<file path="src/rtl/mux_nto1_seq_if.sv">
// ----------------------------------------------------------------------------
// mux_nto1_seq_if
//
// Purpose: bundles the request side (lanes, select, mode, valid/ready) and the
// response side (registered beat, valid/last/ready, busy) of mux_nto1_seq.
//
// Signals:
//   vec      lanes, DATA_WIDTH x NUM_INPUT (unpacked [NUM_INPUT-1:0])
//   sel      lane select, direct mode only
//   mode     0 = direct, 1 = sweep
//   in_val   request valid          in_rdy   request can be accepted
//   out      registered beat data   out_val  out holds a valid beat
//   out_last final beat             out_rdy  consumer accepts the beat
//   busy     sweep in progress
//   out_err  out-of-range select flag (only with MUX_NTO1_SEQ_SEL_ERR_EN)
//
// Modports: master drives requests and consumes beats; slave is the selector.
// Optional feature macro: MUX_NTO1_SEQ_SEL_ERR_EN adds out_err.
// ----------------------------------------------------------------------------
interface mux_nto1_seq_if #(
    parameter int unsigned DATA_WIDTH = 8,
    parameter int unsigned NUM_INPUT  = 5,
    parameter int unsigned SEL_WIDTH  = (NUM_INPUT > 1) ? $clog2(NUM_INPUT) : 1
);
    logic [DATA_WIDTH-1:0] vec [NUM_INPUT-1:0];
    logic [SEL_WIDTH-1:0]  sel;
    logic                  mode;
    logic                  in_val;
    logic                  in_rdy;
    logic [DATA_WIDTH-1:0] out;
    logic                  out_val;
    logic                  out_last;
    logic                  out_rdy;
    logic                  busy;
`ifdef MUX_NTO1_SEQ_SEL_ERR_EN
    logic                  out_err;

    modport master (
        output vec, sel, mode, in_val, out_rdy,
        input  in_rdy, out, out_val, out_last, busy, out_err
    );

    modport slave (
        input  vec, sel, mode, in_val, out_rdy,
        output in_rdy, out, out_val, out_last, busy, out_err
    );
`else
    modport master (
        output vec, sel, mode, in_val, out_rdy,
        input  in_rdy, out, out_val, out_last, busy
    );

    modport slave (
        input  vec, sel, mode, in_val, out_rdy,
        output in_rdy, out, out_val, out_last, busy
    );
`endif
endinterface

</file>
<file path="src/rtl/mux_nto1_seq.sv">
// ----------------------------------------------------------------------------
// mux_nto1_seq
//
// Purpose: registered N-to-1 lane selector with a valid/ready handshake.
//   Direct mode forwards one selected lane per transaction (1-cycle latency,
//   full throughput). Sweep mode latches all lanes and streams them out in
//   lane order, one per consumed beat. out is zero whenever out_val is low.
//
// Ports:
//   clk    clock, all state changes on the rising edge
//   reset  synchronous, active-high reset; discards any in-flight sweep
//   bus    mux_nto1_seq_if.slave (request lanes/handshake, response beat)
//
// Optional feature macro: MUX_NTO1_SEQ_SEL_ERR_EN
//   When defined, bus.out_err flags a direct beat whose sel >= NUM_INPUT.
// ----------------------------------------------------------------------------
module mux_nto1_seq #(
    parameter int unsigned DATA_WIDTH = 8,
    parameter int unsigned NUM_INPUT  = 5,
    parameter int unsigned SEL_WIDTH  = (NUM_INPUT > 1) ? $clog2(NUM_INPUT) : 1
) (
    input logic          clk,
    input logic          reset,
    mux_nto1_seq_if.slave bus
);

    typedef enum logic [0:0] {
        StIdle,
        StSweep
    } state_e;

    localparam logic [SEL_WIDTH-1:0] CntLast = SEL_WIDTH'(NUM_INPUT - 1);
    localparam logic [SEL_WIDTH-1:0] CntOne  = SEL_WIDTH'(1);

    state_e                state_q, state_d;
    logic [SEL_WIDTH-1:0]  cnt_q, cnt_d;
    logic [DATA_WIDTH-1:0] buf_q [NUM_INPUT-1:0];
    logic [DATA_WIDTH-1:0] buf_d [NUM_INPUT-1:0];
    logic [DATA_WIDTH-1:0] out_q, out_d;
    logic                  out_val_q, out_val_d;
    logic                  out_last_q, out_last_d;
    logic                  out_err_q, out_err_d;

    logic in_rdy;
    logic accept;
    logic consume;
    logic sel_ok;

    // A new request may enter only from IDLE, and only if the output
    // register is free or is being emptied in this same cycle.
    assign in_rdy  = (state_q == StIdle) && (!out_val_q || bus.out_rdy);
    assign accept  = bus.in_val && in_rdy;
    assign consume = out_val_q && bus.out_rdy;
    assign sel_ok  = 32'(bus.sel) < NUM_INPUT;

    always_comb begin
        state_d    = state_q;
        cnt_d      = cnt_q;
        buf_d      = buf_q;
        out_d      = out_q;
        out_val_d  = out_val_q;
        out_last_d = out_last_q;
        out_err_d  = out_err_q;

        unique case (state_q)
            StIdle: begin
                if (accept) begin
                    out_val_d = 1'b1;
                    if (!bus.mode) begin
                        out_d      = sel_ok ? bus.vec[bus.sel] : '0;
                        out_last_d = 1'b1;
                        out_err_d  = !sel_ok;
                    end else begin
                        // Lane 0 goes straight out; the buffer feeds the rest.
                        buf_d      = bus.vec;
                        out_d      = bus.vec[0];
                        out_last_d = (NUM_INPUT == 1);
                        out_err_d  = 1'b0;
                        if (NUM_INPUT > 1) begin
                            state_d = StSweep;
                            cnt_d   = CntOne;
                        end
                    end
                end else if (consume) begin
                    out_val_d  = 1'b0;
                    out_last_d = 1'b0;
                    out_err_d  = 1'b0;
                    out_d      = '0;
                end
            end

            StSweep: begin
                if (consume) begin
                    out_d      = buf_q[cnt_q];
                    out_last_d = (cnt_q == CntLast);
                    out_err_d  = 1'b0;
                    if (cnt_q == CntLast) begin
                        state_d = StIdle;
                        cnt_d   = '0;
                    end else begin
                        cnt_d = cnt_q + CntOne;
                    end
                end
            end

            default: begin
                state_d = StIdle;
            end
        endcase
    end

    always_ff @(posedge clk) begin
        if (reset) begin
            state_q    <= StIdle;
            cnt_q      <= '0;
            buf_q      <= '{default: '0};
            out_q      <= '0;
            out_val_q  <= 1'b0;
            out_last_q <= 1'b0;
            out_err_q  <= 1'b0;
        end else begin
            state_q    <= state_d;
            cnt_q      <= cnt_d;
            buf_q      <= buf_d;
            out_q      <= out_d;
            out_val_q  <= out_val_d;
            out_last_q <= out_last_d;
            out_err_q  <= out_err_d;
        end
    end

    assign bus.in_rdy   = in_rdy;
    assign bus.out      = out_val_q ? out_q : '0;
    assign bus.out_val  = out_val_q;
    assign bus.out_last = out_last_q;
    assign bus.busy     = (state_q == StSweep);
`ifdef MUX_NTO1_SEQ_SEL_ERR_EN
    assign bus.out_err  = out_err_q;
`else
    // Without the error port an out-of-range select just yields a zero beat.
    logic unused_err;
    assign unused_err = out_err_q;
`endif

endmodule
</file>
<file path="src/flat_wrapper.sv">
// flat-port wrapper written by rule: the top's interface ports become plain ports
module mux_nto1_seq_flat 
#(
    parameter int unsigned DATA_WIDTH = 8,
    parameter int unsigned NUM_INPUT  = 5,
    parameter int unsigned SEL_WIDTH  = (NUM_INPUT > 1) ? $clog2(NUM_INPUT) : 1
)
  (clk, reset, bus_vec, bus_sel, bus_mode, bus_in_val, bus_out_rdy, bus_in_rdy, bus_out, bus_out_val, bus_out_last, bus_busy);
  mux_nto1_seq_if #(.DATA_WIDTH(DATA_WIDTH), .NUM_INPUT(NUM_INPUT), .SEL_WIDTH(SEL_WIDTH)) bus_i ();
  input logic clk;
  input logic reset;
  input wire logic [$bits(bus_i.vec)-1:0] bus_vec;
  input wire logic [$bits(bus_i.sel)-1:0] bus_sel;
  input wire logic [$bits(bus_i.mode)-1:0] bus_mode;
  input wire logic [$bits(bus_i.in_val)-1:0] bus_in_val;
  input wire logic [$bits(bus_i.out_rdy)-1:0] bus_out_rdy;
  output wire logic [$bits(bus_i.in_rdy)-1:0] bus_in_rdy;
  output wire logic [$bits(bus_i.out)-1:0] bus_out;
  output wire logic [$bits(bus_i.out_val)-1:0] bus_out_val;
  output wire logic [$bits(bus_i.out_last)-1:0] bus_out_last;
  output wire logic [$bits(bus_i.busy)-1:0] bus_busy;
  assign bus_i.vec = {>>{bus_vec}};
  assign bus_i.sel = bus_sel;
  assign bus_i.mode = bus_mode;
  assign bus_i.in_val = bus_in_val;
  assign bus_i.out_rdy = bus_out_rdy;
  assign bus_in_rdy = bus_i.in_rdy;
  assign bus_out = bus_i.out;
  assign bus_out_val = bus_i.out_val;
  assign bus_out_last = bus_i.out_last;
  assign bus_busy = bus_i.busy;
  mux_nto1_seq #(.DATA_WIDTH(DATA_WIDTH), .NUM_INPUT(NUM_INPUT), .SEL_WIDTH(SEL_WIDTH)) u_core (.clk(clk), .reset(reset), .bus(bus_i));
endmodule
</file>
<file path="config.mk">
export PLATFORM = sky130hd
export DESIGN_NAME = mux_nto1_seq_flat
export DESIGN_NICKNAME = d
export VERILOG_FILES = /design/src/rtl/mux_nto1_seq_if.sv /design/src/rtl/mux_nto1_seq.sv /design/src/flat_wrapper.sv
export SDC_FILE = /design/constraint.sdc
export NUM_CORES = 1
export LEC_CHECK = 0
export CELL_PAD_IN_SITES_DETAIL_PLACEMENT = 0
export CELL_PAD_IN_SITES_GLOBAL_PLACEMENT = 2
export CORE_ASPECT_RATIO = 0.6
export CORE_MARGIN = 2
export CORE_UTILIZATION = 30
export DETAILED_ROUTE_END_ITERATION = 8
export PLACE_DENSITY_LB_ADDON = 0.05
export SLEW_MARGIN = 20
export SYNTH_ARGS = -nofsm -noshare
export SYNTH_HDL_FRONTEND = slang
export SYNTH_SLANG_ARGS = --single-unit
</file>
<file path="constraint.sdc">
create_clock -name clk -period 1.57 [get_ports clk]
set_input_delay 0.314 -clock clk [delete_from_list [all_inputs] [get_ports clk]]
set_output_delay 0.314 -clock clk [all_outputs]
set_load 0.02 [all_outputs]
</file>
==> results of run 1 <==
==> placed cells by master (no fill, tap or decap), types with 6 or more instances in the layout <==
cell,instances
a21oi_1,45
a21oi_2,8
a22oi_1,8
a31o_1,8
a31oi_1,7
and2_1,8
and3b_1,7
buf_12,9
buf_4,67
clkdlybuf4s50_1,40
dfxtp_1,50
dlygate4sd2_1,9
mux2_1,18
nand2_1,82
nand4_1,7
nor2_1,6
nor3b_1,6
o211ai_1,15
==> final cells by class <==
class / count / share of cell area, %
Timing Repair Buffer: 143 / 29.2
Tap cell: 135 / 3.65
Clock buffer: 6 / 3.00
Clock inverter: 2 / 0.351
Inverter: 5 / 0.405
Sequential cell: 54 / 23.6
Multi-Input combinational cell: 279 / 39.9
==> routing by layer <==
metal | wire length, um | share of wire (%) | vias up | track usage [%]
met5 | 0 | 0 | - | 0
met4 | 113 | 0.96 | 0 | 5.05
met3 | 671 | 5.7 | 11 | 4.81
met2 | 4390 | 37 | 80 | 29.9
met1 | 6620 | 56 | 1470 | 34.9
li1 | - | - | 1565 | -
==> final timing paths <==
path,start,to,slack (ns),cells after the start
worst min register to register,u_core.buf_q[7],u_core.buf_q[7],0.45,2
worst max register to register,u_core.cnt_q[1],u_core.out_q[7],0.03,5
worst min-delay path,reset,u_core.out_q[6],0.40,4
worst max-delay path,u_core.cnt_q[1],u_core.out_q[7],0.03,5
==> cells by family (layout without fill, tap and decap cells) <==
| logic type | after synthesis | after routing | synth area share, % |
|---|---|---|---|
| AO/OA/AOI/OAI | 109 | 109 | 23.0 |
| adder cells (fa/ha/maj) | 2 | 2 | 0.837 |
| buffers and inverters | 35 | 156 | 5.94 |
| flip-flops | 54 | 54 | 36.2 |
| multiplexers | 24 | 24 | 8.87 |
| AND/OR/NAND/NOR | 144 | 144 | 25.2 |
==> worst min-delay path, cell delays in order <==
cell and delay [ns]:
buf_2 0.13, a21oi_2 0.06, o21ai_1 0.08, o32ai_1 0.07
==> power groups by stage <==
stage | Sequential [mW] | Combinational (mW) | Clock [mW]
after global routing | 1.49 | 0.932 | 1.30
final | 1.48 | 0.865 | 1.24
after CTS | 1.48 | 0.841 | 1.26
after detailed placement | 1.52 | 0.785 | 0
after floorplan | 1.51 | 0.334 | 0
after global placement | 1.51 | 0.788 | 0
==> timing repair <==
action                     4_1_cts  5_1_grt
resized for setup               46       25
setup endpoints to repair       60       38
buffers inserted                 8        3
pin swaps                        7       11
cloned                           3        0
==> flip-flops by register name (all words and copies together), names as in the netlist <==
signal and flops:
u_core.buf_q 40, u_core.bus.busy 1, u_core.bus.out_last 1, u_core.bus.out_val 1, u_core.cnt_q 3, u_core.out_q 8
==> key figures, run 1 <==
Synthesis
  – Most frequent cell after synthesis: nand2_1
  – Most frequent cells after synthesis: 83 x nand2_1, 54 x dfxtp_1, 52 x a21oi_1
  – Ys async rst share: 0%
  – Sequential area share after synthesis: 36.2%
  – Mapped Cells: 368
  – Yosys top cell area share: 36.2%
  – EDFF count, synth: 0
  – Register bit total from synthesis: 54
  – Primary FF master, synth: dfxtp_1
  – Cell taking the most area after synthesis: dfxtp_1
  – Count of cell types in the netlist: 39
  – Post-Syn Area: 2990 sq um
  – Post-Syn Nets: 418
  – Synth warnings: 0
  – Mean Syn Cell Area: 8.12 sq um
  – Ranking of synthesized cells by area: dfxtp_1 36%, nand2_1 10%, a21oi_1 8.7%, mux2_1 7.2%, o211ai_1 3.8%

CTS
  – CTS Hold Bufs: 0
  – TritonCTS buffer count: 5
  – # H-tree levels: 2
  – CTS tree: yes
  – Clock root cell: clkbuf_16
  – Clock sink count: 54
  – Worst skew pair latency: 0.31 ns
  – CTS clk-pin slew, worst paths: 0.08 ns
  – Clock buffer depth: 2

Timing
  – Min cycle time layout: 1.54 ns
  – Worst Skew: 0.00632 ns
  – Final worst-path cycle share: 98.3%
  – Hold violation count in the final report: 0
  – Setup TNS Final: 0 ns
  – # setup viols final: 0
  – Worst-Margin Slew: 0.545 ns
  – Final hold slack: 0.397 ns
  – Max Clock Freq: 648 MHz
  – Pins Over Slew Limit: 0
  – RSZ-0062 raised after global routing: yes
  – Slew HR: 63.6%
  – Setup slack after layout: 0.0266 ns

Floorplan
  – Core area: 9770 sq um
  – Boundary pin count: 60
  – Die Footprint: 10800 sq um
  – Die Height: 81.3 um
  – Die width: 133 um
  – Starting Density: 30.6%
  – Row count: 28

Place
  – Placed Cells incl. Taps: 602
  – Area post-placement: 4230 sq um
  – DP Worst Slack: -0.426 ns
  – GP Congestion: 0.893
  – Dpl hpwl: 8.85 mm
  – Number of port buffers: 59

Layout
  – Footprint of the multi-input gates: 1850 sq um
  – Fin util: 47.4%
  – Final Instance Count excl. Fillers: 624
  – Final net count: 538
  – Share of cells above drive strength 1: 27.0%
  – Final Cell Area: 4630 sq um
  – FF+latch area: 1090 sq um
  – Synth-to-layout area growth: 55.0%
  – Antenna cells: 0
  – Fillers: 1003

GRT
  – Antenna violations before repair: 0
  – First-pass GRT wire length: 17.7 mm
  – Total global-route track usage: 22.2%
  – Largest net degree at the start of global routing: 45
  – Number of global-route vias before repair: 2958
  – GRT overflow: 0

Setup path
  – CP max FO: 9
  – Slowest stage cell, crit path: or4b_1
  – CP endpoint kind: flop
  – Crit Path Class: flop to flop
  – Worst setup SP type: flop
  – Max stage delay on crit path: 0.51 ns
  – Critical-path cell list: buf_4, or4b_1, o211ai_1, o21ai_1, o32ai_2
  – Critical Path AT: 1.77 ns
  – Buf/Inv on CP: 1
  – WP data required: 1.79 ns
  – Family with the most delay on the worst path: simple AND/OR/NAND/NOR gates

Route
  – Via/cell ratio: 5.01
  – Final WL: 11.8 mm
  – DR WL/cell: 18.9 um
  – Starting DRT DRC Count: 215
  – Vias: 3126
  – ANT nets after route: 0
  – DRT Pass-1 Iters: 5
  – Drt drc: 0

Power
  – Static leakage: 1.75 nW
  – Net switching power: 1.06 mW
  – Clock power share: 34.6%
  – Cell Pwr Density: 774 nW/um^2
  – Maximum VDD drop: 425 uV
  – Sequential share of power: 41.3%
  – Sw frac: 29.4%
  – Final Total Pwr: 3.59 mW
  – Pint: 2.53 mW
  – Logic pwr share: 24.1%

Run status
  – Status: finished clean

Run
  – Max-cap violation count: 0

Worst hold path
  – Worst min path class: input port to flop
(Power assumes the default switching activity.)
==> inputs of run 2 (changes only) <==
--- a/config.mk
+++ b/config.mk
@@ -5,11 +5,13 @@
 export SDC_FILE = /design/constraint.sdc
 export NUM_CORES = 1
 export LEC_CHECK = 0
+export ABC_CLOCK_PERIOD_IN_PS = 1570
 export CELL_PAD_IN_SITES_DETAIL_PLACEMENT = 0
 export CELL_PAD_IN_SITES_GLOBAL_PLACEMENT = 2
 export CORE_ASPECT_RATIO = 0.6
 export CORE_MARGIN = 2
 export CORE_UTILIZATION = 30
+export CTS_CLUSTER_DIAMETER = 60
 export DETAILED_ROUTE_END_ITERATION = 8
 export PLACE_DENSITY_LB_ADDON = 0.05
 export SLEW_MARGIN = 20
==> results of run 2 <==
The final DEF is identical to that of run 1; final timing and power are the same.
==> inputs of run 3 (changes only) <==
--- a/config.mk
+++ b/config.mk
@@ -14,7 +14,7 @@
 export CTS_CLUSTER_DIAMETER = 60
 export DETAILED_ROUTE_END_ITERATION = 8
 export PLACE_DENSITY_LB_ADDON = 0.05
-export SLEW_MARGIN = 20
+export SLEW_MARGIN = 10
 export SYNTH_ARGS = -nofsm -noshare
 export SYNTH_HDL_FRONTEND = slang
 export SYNTH_SLANG_ARGS = --single-unit
==> results of run 3 <==
The final DEF is identical to that of run 1; final timing and power are the same.
